===== src/rtl/hsem_pkg.sv =====
// Shared definitions for the HSEM lock initiator: register offsets, status
// codes, AHB constants, FSM states and the well-known core IDs.
package hsem_pkg;

  // Owner IDs of the two cores sharing the semaphore block.
  localparam logic [7:0] CORE_0_ID = 8'h01;
  localparam logic [7:0] CORE_1_ID = 8'h02;

  // HSEM resource registers sit on consecutive words: R0 at 0x00 .. R7 at 0x1C.
  localparam int HSEM_NUM_RES = 8;

  function automatic logic [4:0] hsem_res_ofs(input logic [2:0] sem);
    return {sem, 2'b00};
  endfunction

  // AHB-Lite encodings used by this initiator (single word transfers only).
  localparam logic [1:0] HTRANS_IDLE   = 2'b00;
  localparam logic [1:0] HTRANS_NONSEQ = 2'b10;
  localparam logic [2:0] HSIZE_WORD    = 3'b010;

  // Result codes returned on the response port.
  typedef enum logic [1:0] {
    STATUS_OK      = 2'b00,
    STATUS_BUSY    = 2'b01,
    STATUS_BUS_ERR = 2'b10
  } status_e;

  // Lock/unlock sequencer states.
  typedef enum logic [2:0] {
    S_IDLE,
    S_WR_A,
    S_WR_D,
    S_RD_A,
    S_RD_D,
    S_BACKOFF,
    S_RSP
  } state_e;

endpackage


===== src/rtl/hsem_backoff_cnt.sv =====
// Loadable down-counter with a zero flag; serves both as the retry budget
// and as the inter-attempt idle timer.
module hsem_backoff_cnt #(
  parameter int WIDTH = 4
) (
  input  logic             clk,
  input  logic             rst_n,
  input  logic             load,
  input  logic [WIDTH-1:0] load_val,
  input  logic             dec,
  output logic             done
);

  logic [WIDTH-1:0] cnt_q;
  logic [WIDTH-1:0] cnt_d;

  // Load has priority; decrement saturates at zero.
  always_comb begin
    cnt_d = cnt_q;
    if (load) begin
      cnt_d = load_val;
    end else if (dec && (cnt_q != '0)) begin
      cnt_d = cnt_q - 1'b1;
    end
  end

  // Counter register.
  always_ff @(posedge clk or negedge rst_n) begin
    if (!rst_n) begin
      cnt_q <= '0;
    end else begin
      cnt_q <= cnt_d;
    end
  end

  assign done = (cnt_q == '0);

endmodule


===== src/rtl/hsem_lock_master.sv =====
// Per-core AHB initiator that takes or frees an HSEM semaphore for a local
// agent: lock = write then read-back ownership check with bounded retries,
// unlock = single write. One request in flight; result on a valid/ready port.
module hsem_lock_master
  import hsem_pkg::*;
#(
  parameter logic [7:0]  CORE_ID   = CORE_0_ID,
  parameter logic [31:0] BASE_ADDR = 32'h0000_0000,
  parameter int          MAX_RETRY = 4,
  parameter int          BACKOFF   = 8
) (
  input  logic        hclk,
  input  logic        hresetn,
  input  logic        req_valid,
  output logic        req_ready,
  input  logic        req_op,
  input  logic [2:0]  req_sem,
  output logic        rsp_valid,
  input  logic        rsp_ready,
  output logic [1:0]  rsp_status,
  output logic [31:0] haddr,
  output logic [1:0]  htrans,
  output logic        hwrite,
  output logic [2:0]  hsize,
  output logic [31:0] hwdata,
  input  logic [31:0] hrdata,
  input  logic        hready,
  input  logic        hresp
);

  localparam int RW = $clog2(MAX_RETRY + 1);
  localparam int BW = $clog2(BACKOFF + 1);

  state_e      state_q, state_d;
  logic        op_q, op_d;
  logic [31:0] addr_q, addr_d;
  status_e     status_q, status_d;

  logic retry_load, retry_dec, retry_done;
  logic bo_load, bo_dec, bo_done;
  logic granted;

  // Only the lock bit and owner field of the read-back matter.
  logic unused_hrdata;
  assign unused_hrdata = ^{hrdata[31:16], hrdata[7:1]};

  assign granted    = hrdata[0] && (hrdata[15:8] == CORE_ID);
  assign hsize      = HSIZE_WORD;
  assign rsp_status = status_q;

  // Remaining lock attempts after the current one.
  hsem_backoff_cnt #(.WIDTH(RW)) u_retry_cnt (
    .clk      (hclk),
    .rst_n    (hresetn),
    .load     (retry_load),
    .load_val (RW'(MAX_RETRY - 1)),
    .dec      (retry_dec),
    .done     (retry_done)
  );

  // Idle gap between a refused read-back and the next write attempt.
  hsem_backoff_cnt #(.WIDTH(BW)) u_backoff_cnt (
    .clk      (hclk),
    .rst_n    (hresetn),
    .load     (bo_load),
    .load_val (BW'(BACKOFF - 1)),
    .dec      (bo_dec),
    .done     (bo_done)
  );

  // Next-state, captured request and bus/response outputs.
  always_comb begin
    state_d    = state_q;
    op_d       = op_q;
    addr_d     = addr_q;
    status_d   = status_q;
    retry_load = 1'b0;
    retry_dec  = 1'b0;
    bo_load    = 1'b0;
    bo_dec     = 1'b0;
    req_ready  = 1'b0;
    rsp_valid  = 1'b0;
    htrans     = HTRANS_IDLE;
    hwrite     = 1'b0;
    haddr      = '0;
    hwdata     = '0;

    case (state_q)
      S_IDLE: begin
        // Gated by reset so the port reads not-ready while held in reset.
        req_ready = hresetn;
        if (req_valid) begin
          state_d    = S_WR_A;
          op_d       = req_op;
          addr_d     = BASE_ADDR + {27'd0, hsem_res_ofs(req_sem)};
          retry_load = 1'b1;
        end
      end

      S_WR_A: begin
        htrans = HTRANS_NONSEQ;
        hwrite = 1'b1;
        haddr  = addr_q;
        if (hready) state_d = S_WR_D;
      end

      S_WR_D: begin
        // Lock bit is the inverse of the op: 0 = lock writes 1.
        hwdata = {16'h0, CORE_ID, 7'h0, ~op_q};
        if (hready) begin
          if (hresp) begin
            status_d = STATUS_BUS_ERR;
            state_d  = S_RSP;
          end else if (op_q) begin
            status_d = STATUS_OK;
            state_d  = S_RSP;
          end else begin
            state_d = S_RD_A;
          end
        end
      end

      S_RD_A: begin
        htrans = HTRANS_NONSEQ;
        haddr  = addr_q;
        if (hready) state_d = S_RD_D;
      end

      S_RD_D: begin
        if (hready) begin
          if (hresp) begin
            status_d = STATUS_BUS_ERR;
            state_d  = S_RSP;
          end else if (granted) begin
            status_d = STATUS_OK;
            state_d  = S_RSP;
          end else if (retry_done) begin
            status_d = STATUS_BUSY;
            state_d  = S_RSP;
          end else begin
            retry_dec = 1'b1;
            bo_load   = 1'b1;
            state_d   = S_BACKOFF;
          end
        end
      end

      S_BACKOFF: begin
        if (bo_done) begin
          state_d = S_WR_A;
        end else begin
          bo_dec = 1'b1;
        end
      end

      S_RSP: begin
        rsp_valid = 1'b1;
        if (rsp_ready) state_d = S_IDLE;
      end

      default: state_d = S_IDLE;
    endcase
  end

  // State and captured-request registers.
  always_ff @(posedge hclk or negedge hresetn) begin
    if (!hresetn) begin
      state_q  <= S_IDLE;
      op_q     <= 1'b0;
      addr_q   <= '0;
      status_q <= STATUS_OK;
    end else begin
      state_q  <= state_d;
      op_q     <= op_d;
      addr_q   <= addr_d;
      status_q <= status_d;
    end
  end

endmodule


===== config.mk =====
export PLATFORM = sky130hd
export DESIGN_NAME = hsem_lock_master
export DESIGN_NICKNAME = d
export VERILOG_FILES = /design/src/rtl/hsem_pkg.sv /design/src/rtl/hsem_backoff_cnt.sv /design/src/rtl/hsem_lock_master.sv
export SDC_FILE = /design/constraint.sdc
export NUM_CORES = 1
export LEC_CHECK = 0
export ABC_AREA = 1
export BUFFER_PORTS_ARGS = -buffer_cell sky130_fd_sc_hd__buf_2
export CAP_MARGIN = 20
export CORE_UTILIZATION = 30
export DETAILED_ROUTE_END_ITERATION = 8
export MAX_ROUTING_LAYER = met4
export PLACE_DENSITY_LB_ADDON = 0.05
export SLEW_MARGIN = 30
export SYNTH_ARGS = -nofsm -noshare
export SYNTH_HDL_FRONTEND = slang
export SYNTH_SLANG_ARGS = --single-unit

===== constraint.sdc =====
create_clock -name hclk -period 3.2 [get_ports hclk]
set_input_delay 0.32 -clock hclk [delete_from_list [all_inputs] [get_ports hclk]]
set_output_delay 0.32 -clock hclk [all_outputs]
set_load 0.01 [all_outputs]

* After elaboration in Yosys (flattened, before gate mapping)
Cells that the tools add are included.
** Word-level totals
- Register bits :: 16
- Memory bits (writable) :: 0
- Bits of input ports :: 42
- Word-level logic and storage cells :: 80
- Latch bits :: 0
- ROM bits :: 0
- Output and inout port bits :: 74
- Memories kept :: 0
** Cells by class
- Divide/modulo/power cells :: 0
- Bitwise gates (word level) :: 1
- $lt $le $gt $ge :: 0
- Reduce and logical (&&, ||, !) cells :: 15
- Shift operators :: 0
- Add/sub/neg operators :: 2
- Equal/unequal tests :: 16
- Multipliers :: 0
- Multiplexer cells :: 40
** Operators by type and width (count)
- two-way mux 3 bit :: 11
- two-way mux 2 bit :: 11
- case mux 3 bit (7 select lines) :: 1
- inequality test 2 bit (second input constant) :: 7
- two-way mux 1 bit :: 12
- == test 3 bit (second input constant) :: 3
- two-way mux 9 bit :: 1
- == test 8 x 1 -> 1 bit (second input constant) :: 1
- two-way mux 4 bit :: 2
- AND reduction 7 bit :: 1
- == test 3 x 2 -> 1 bit (second input constant) :: 2
- logical NOT 3 bit :: 2
- nonzero test 2 bit :: 3
- two-way mux 5 bit :: 1
- AND reduction 5 bit :: 1
- logical NOT 4 bit :: 1
- inequality test 4 bit (second input constant) :: 1
- case mux 2 bit (2 select lines) :: 1
- nonzero test 4 bit :: 1
- subtractor 4 x 1 -> 4 bit (second input constant) :: 1
- == test 3 x 1 -> 1 bit (second input constant) :: 1
- logical AND 1 bit :: 3
- inequality test 3 bit (second input constant) :: 1
- nonzero test 3 bit :: 1
- 4 further kinds :: 4

* Longest topological paths before layout
Gate-level depths: netlist (run 1).
- Depth in word-level cells :: 9
- Depth in mapped cells :: 11
- Depth with buffers taken out :: 11

* Cells and area by module
From an unflattened synthesis (run 1), not the netlist that was laid out.
** Second synthesis, totals
- Cells, all modules :: 238
- Area, all modules :: 1639.1 µm²
** By module, submodules not included
- hsem_lock_master :: cells an instance 165, seq. area each 225.2 µm², area an instance 1151.1 µm², times used 1
- hsem_backoff_cnt (u_backoff_cnt) :: cells an instance 46, seq. area each 100.1 µm², area an instance 295.3 µm², times used 1
- hsem_backoff_cnt (u_retry_cnt) :: cells an instance 27, seq. area each 75.1 µm², area an instance 192.7 µm², times used 1

* Worst setup path after synthesis (run 1)
No wires, ideal clock.
- Path type :: reg-to-reg
- From :: register u_retry_cnt.cnt_q[0]
- To :: register u_retry_cnt.cnt_q[0]
- Buffers on the path :: 0
- Cell stages (with the launch flop) :: 8
- Clock period less this slack :: 1351 ps
- Data required time :: 3076 ps
- Data arrival time :: 1227 ps
- Slack :: 1849 ps
- Setup time :: 124 ps
- Path through :: dfrtp_1 -> inv_1 -> ha_1 -> ha_1 -> nor2_1 -> nand4_1 -> nand2_1 -> nand3_1
** Between the ends
- Word-level cells in the longest chain between the ends :: 8
- Elaborated cells between the ends (all ways) :: 12
- Classes of those cells :: add/sub (1); mux (7); reduce/logical (4)
** Ends and longest elaborated chain
- start, declared :: line hsem_backoff_cnt.sv:14 : logic [WIDTH-1:0] cnt_q;
- start signal, assigned :: line hsem_backoff_cnt.sv:32 : cnt_q <= cnt_d;
- logical NOT 3 bit :: line hsem_backoff_cnt.sv:36 : assign done = (cnt_q == '0);
- two-way mux 1 bit :: line hsem_lock_master.sv:137 : end else if (retry_done) begin
- two-way mux 1 bit :: line hsem_lock_master.sv:134 : end else if (granted) begin
- two-way mux 1 bit :: line hsem_lock_master.sv:131 : if (hresp) begin
- two-way mux 1 bit :: line hsem_lock_master.sv:130 : if (hready) begin
- two-way mux 1 bit :: line hsem_lock_master.sv:88 : case (state_q)
- logical AND 1 bit :: line hsem_backoff_cnt.sv:22 : end else if (dec && (cnt_q != '0)) begin
- nonzero test 2 bit (no source line)
Several ways; a longest one is shown, not always the timed one. The select of a mux whose other input is x is not followed.
A chain may end at the register's enable or synchronous reset.

* Worst setup path after layout (run 1)
- From :: register state_q[1]
- To :: output haddr[4]
** Between the ends
- Word-level cells in the longest chain between the ends :: 3
- Elaborated cells between the ends (all ways) :: 4
- Classes of those cells :: eq/ne (2); mux (1); reduce/logical (1)
** Ends and longest elaborated chain
- start, declared :: line hsem_lock_master.sv:34 : state_e state_q, state_d;
- start signal, assigned :: line hsem_lock_master.sv:173 : state_q <= state_d;
- == test 3 x 2 -> 1 bit / == test 3 x 1 -> 1 bit (equally long branches) :: line hsem_lock_master.sv:88
- OR reduction 2 bit (no source line) *
- two-way mux 5 bit * :: line hsem_lock_master.sv:88
- end, declared :: line hsem_lock_master.sv:21 : output logic [31:0] haddr,
Every way passes the cells marked *; elsewhere a longest branch is shown, timed or not.

==> results of run 1 <==
state kept, by name, indices dropped and copies added, names as in the netlist:
| register | cells |
|---|---|
| u_retry_cnt.cnt_q | 3 |
| addr_q | 3 |
| op_q | 1 |
| state_q | 3 |
| u_backoff_cnt.cnt_q | 4 |
| rsp_status | 2 |
metal layers:
metal	global-route usage [%]	part of all wire, %
met1	13.5	46
met2	17.9	47
met5	-	0
met3	2.90	6.3
met4	2.61	0.65
logic make-up (layout without fill, tap and decap cells):
group,Yosys count,after routing,share of synthesized area [%]
buffers and inverters,94,62,40.3
XOR/XNOR,1,1,0.583
adder cells (fa/ha/maj),3,3,2.50
AO/OA/AOI/OAI,9,9,3.25
other,2,63,0.500
AND/OR/NAND/NOR,88,88,26.2
flip-flops,16,16,26.7
per-stage QoR:
step	utilization [%]	power, mW	area (µm²)	hold WS [ps]
after global routing	31.9	1.27	1520	22.7
after detailed placement	30.8	0.965	1460	282
after floorplan	-	0.873	1730	24.4
after CTS	31.9	1.16	1520	2.60
after global placement	30.8	0.971	1460	281
final	31.9	1.13	1520	-13.5
worst reg2reg max path: cells and delay by family, from the launching register on:
| family | cells | cell delay [ps] |
|---|---|---|
| adders and majority gates | 2 | 370 |
| and+or+nand+nor | 4 | 690 |
| DFF | 1 | 340 |
| buffers and inverters | 1 | 50 |
path summary, 6_finish.rpt:
check                                         end  slack [ps]  depth (start not counted)
setup / recovery                         haddr[4]        1440                          6
hold / removal             u_backoff_cnt.cnt_q[3]         -10                          1
setup reg to reg             u_retry_cnt.cnt_q[0]        1620                          7
hold reg to reg                     rsp_status[0]         490                          2
max in group asynchronous           rsp_status[1]        2930                          1
min in group hclk                            op_q         320                          3
power by group:
group	leakage, nW	switching, mW	internal (mW)	total [mW]
sequential	0.187	0.0673	0.293	0.360
combinational	0.748	0.386	0.205	0.591
clock	0.0288	0.0745	0.109	0.184
area by class of cell:
cell class,instances,area share (%)
multi-input combinational,164,47.7
sequential,16,26.4
timing repair buffer,29,9.56
inverter,29,7.25
tap,67,5.52
clock buffer,4,3.62
placed cells by master, fill, tap and decap left out:
master / count
nand4_1: 2
conb_1: 63
dfrtp_1: 16
nand2_1: 41
nor2_2: 4
inv_2: 4
buf_2: 29
xor2_1: 1
inv_1: 24
nor2_1: 18
a21oi_2: 1
clkbuf_8: 4
nor3b_1: 1
clkinv_2: 1
nand3_2: 1
nor3_1: 2
o21ai_0: 4
ha_1: 3
a21oi_1: 4
nand3_1: 11
nand3b_1: 1
nand2_2: 7
==> results.json, run 1 <==
{
  "status": "finished, violations left",
  "violations": "negative hold slack",
  "coreArea_um2": 4750,
  "cp-end-kind": "primary output",
  "crit_type": "reg -> out",
  "clock_sinks": 16,
  "yosysWarnings": 0,
  "firstDrtPassIters": 4,
  "setup_violations": 0,
  "antenna_left": 0,
  "dieArea_um2": 5290,
  "port_buffers": 29,
  "timing.final.crit_share_pct": 54.9,
  "critPathTopFamily": "flip-flops",
  "hold_slack_ps": -13.5,
  "post_cts.repair.setup_buffers": 0,
  "hp-class": "in -> async",
  "grt_antenna_before_repair": 0,
  "antenna_cells": 0,
  "cts_buffers": 3,
  "dp_worst_setup_slack_ps": 1590,
  "peakVddDrop_uv": 273,
  "die_h_um": 72.7,
  "place.gp.congestion": 0.723,
  "cts_tree": "done",
  "cts.path.max_buffers": 2,
  "setup_slack_ps": 1440,
  "synthFlopType": "dfrtp_1",
  "synthArstFlopShare_pct": 100,
  "tns_ps": 0,
  "yosys-top-cells-count": "63 x buf_4, 41 x nand2_1, 24 x inv_1",
  "dpl.hpwl_um": 2150,
  "yosys.area.top_type_share_pct": 31.5,
  "hold_violations": 16,
  "routed_via_density": 3.55,
  "crit_chain": "inv_1 > nand3_1 > nand2_2 > clkinv_2 > nor2_1 > buf_2",
  "syn_area_per_cell_um2": 7.05,
  "grt_pass1_vias": 976,
  "seq_area_um2": 400,
  "rows": 25,
  "synth_top_cell_by_area": "buf_4",
  "grt_overflow": 0,
  "multi_input_area_um2": 724,
  "layout.nets": 288,
  "start_kind": "flop",
  "die_w_um": 72.7,
  "pin_count": 116,
  "synthTopCellsByArea": "buf_4 32%, dfrtp_1 27%, nand2_1 10%",
  "area_delta_synth_final_pct": 1.17,
  "r2r-start": "u_retry_cnt.cnt_q[0]",
  "vias": 1096,
  "max_stage_delay_ps": 430,
  "leakage_nw": 0.964,
  "drt-wirelength-per-cell_um": 8.41,
  "ys_seq_elements": 16,
  "synth_cell_type_count": 22,
  "clkLatencyLatePin_ps": 250,
  "h-tree-depth": 1,
  "drive_above_1_share_pct": 21.1,
  "drc": 0,
  "drv_slew": 0,
  "synth.most_common_cell": "buf_4",
  "ys_seq_area_share_pct": 26.7,
  "holdBufCountCts": 0,
  "cts_root_buf": "clkbuf_8",
  "fmax_mhz": 569,
  "critPathRequiredTime_ps": 2880,
  "syn_inst": 213,
  "rsz0062_at_grt": "no",
  "cp.arrival_ps": 1440,
  "period_minus_slack_ps": 1760,
  "crit_start": "state_q[1]",
  "num-fill-cells": 553,
  "syn-cell-area_um2": 1500,
  "clock_skew_ps": 4.83,
  "path_clk_slew_ps": 70,
  "p_per_area_nw_per_um2": 747,
  "grt_max_degree": 18,
  "drt_iter0_drc": 17,
  "grt_use_total_pct": 10.9,
  "crit_fanout": 5,
  "cts_resized": 0,
  "maxCapViolCount": 0,
  "slowest_stage": "dfrtp_1",
  "initial_utilization_pct": 31.6,
  "drt_wl_total_um": 2600,
  "path_buf_inv": 3,
  "grt_first_pass_wirelength_um": 4300,
  "final-instance-count-excl-fill": 309,
  "dpl.cell_count": 305,
  "synth_edf_count": 0
}
Power figures use the tool's default switching activity.
==> run 2: changes to the inputs <==
Clock period 3.2 ns to 1.7 ns, I/O delays scaled along.
==> results.json, run 2 (synthesis results as in run 1) <==
{
  "status": "completed",
  "initial_utilization_pct": 31.6,
  "drt_wl_total_um": 2640,
  "rows": 25,
  "cts_tree": "done",
  "drc": 0,
  "path_common_cell": "nand2_2",
  "path_buf_inv": 4,
  "rr_endpoint": "u_retry_cnt.cnt_q[0]",
  "slowest_stage": "dfrtp_1",
  "reg2reg_slack_ps": 220,
  "drt_iter0_drc": 27,
  "setup_violations": 0,
  "routed_via_density": 3.57,
  "placed_area_um2": 1480,
  "pin_count": 116,
  "period_minus_slack_ps": 1560,
  "final_area_um2": 1550,
  "crit_start": "state_q[2]",
  "drive_above_1_share_pct": 22.0,
  "coreArea_um2": 4750,
  "antenna_cells": 0,
  "h-tree-depth": 1,
  "hp-class": "in -> reg",
  "grt_use_total_pct": 10.9,
  "largest_reg_flops": 4,
  "area_delta_synth_final_pct": 3.17,
  "leakage_nw": 0.978,
  "path_clk_slew_ps": 70,
  "dieArea_um2": 5290,
  "cts_buffers": 3,
  "cts_root_buf": "clkbuf_8",
  "die_h_um": 72.7,
  "tns_ps": 0,
  "cp.depth": 8,
  "grt_pass1_vias": 978,
  "grt_overflow": 0,
  "maxCapViolCount": 0,
  "p_per_area_nw_per_um2": 1390,
  "die_w_um": 72.7,
  "post_cts.repair.setup_buffers": 0,
  "reg2reg_depth": 8,
  "max_stage_delay_ps": 440,
  "cp-end-kind": "primary output",
  "grt_max_degree": 17,
  "drt-wirelength-per-cell_um": 8.46,
  "dp_worst_setup_slack_ps": 206,
  "clock_sinks": 16,
  "crit_chain": "inv_2 > nand2_2 > inv_2 > nand2_2 > nand2_2 > clkinv_2 > nor2_1 > buf_2",
  "antenna_left": 0,
  "clkLatencyLatePin_ps": 250,
  "grt_antenna_before_repair": 0,
  "start_kind": "flop",
  "firstDrtPassIters": 4,
  "final_cell_mix": "63 x conb_1, 41 x nand2_1, 29 x buf_2",
  "endpoint": "haddr[3]",
  "grt_first_pass_wirelength_um": 4300,
  "peakVddDrop_uv": 446,
  "cp.arrival_ps": 1390,
  "num-fill-cells": 557,
  "layout.nets": 291,
  "critPathTopFamily": "flip-flops",
  "setup_slack_ps": 142,
  "hold_violations": 0,
  "rsz0062_at_grt": "no",
  "timing.final.crit_share_pct": 91.7,
  "largest-register": "u_backoff_cnt.cnt_q",
  "critPathRequiredTime_ps": 1530,
  "crit_type": "reg -> out",
  "crit_fanout": 6,
  "port_buffers": 29,
  "place.gp.congestion": 0.694,
  "r2r-start": "u_retry_cnt.cnt_q[0]",
  "vias": 1114,
  "fmax_mhz": 642,
  "final_common_cell": "conb_1",
  "dpl.hpwl_um": 2160,
  "clock_skew_ps": 3.48,
  "cts.path.max_buffers": 2,
  "drv_slew": 0
}
-- run 2: cell count changes in the layout (fill, tap and decap cells not counted), sizes merged --
| cell | delta |
|---|---|
| dlygate4sd3 | +1 |
| buf | +2 |
-- run 2: final cells by class --
cell class	count	area, µm²	share of cell area, %
Tap cell	67	83.8	5.41
Clock buffer	4	55.1	3.55
Inverter	29	110	7.11
Timing Repair Buffer	32	170	11.0
Sequential cell	16	400	25.8
Multi-Input combinational cell	164	729	47.1
-- run 2: per-layer routing --
metal,vias up,wire length [µm],global-route usage [%],share of wire (%)
met2,51,1230,18.1,47
met3,2,157,2.49,5.9
met5,-,0,-,0
met4,0,19,2.61,0.72
met1,484,1230,13.3,47
li1,577,-,-,-
-- run 2: through the flow --
step / cells / power (mW) / hold WS [ps] / utilization (%)
floorplan: 274 / 1.64 / -126 / -
global placement: 307 / 1.84 / 195 / 31.1
detailed placement: 307 / 1.81 / 189 / 31.1
CTS: 312 / 2.18 / 158 / 32.5
global route: 312 / 2.40 / 160 / 32.6
finish: 312 / 2.15 / 168 / 32.6
-- run 2: worst min-delay path: stages --
cell     delay (ps)
buf_2            70
nor2_1           30
a21oi_1         100
-- run 2: worst min-delay path by stage --
stage                     depth (start not counted)        from                    to
after floorplan                                   0     hresetn             addr_q[2]
after global placement                            2     hresetn  u_retry_cnt.cnt_q[0]
after detailed placement                          2     hresetn  u_retry_cnt.cnt_q[1]
after CTS                                         3      req_op                  op_q
after global routing                              3      req_op                  op_q
final                                             3  req_sem[2]             addr_q[4]
-- run 2: timing repair --
item / 4_1_cts / 5_1_grt
resized for setup: 0 / 1
hold buffers: 1 / 0
hold endpoints to repair: 16 / 0
endpoints found under the setup margin: 0 / 2
-- run 2: where the power goes --
group	total, mW	internal [mW]	switching, mW
logic	1.13	0.396	0.732
clock network	0.344	0.206	0.139
registers	0.676	0.552	0.125
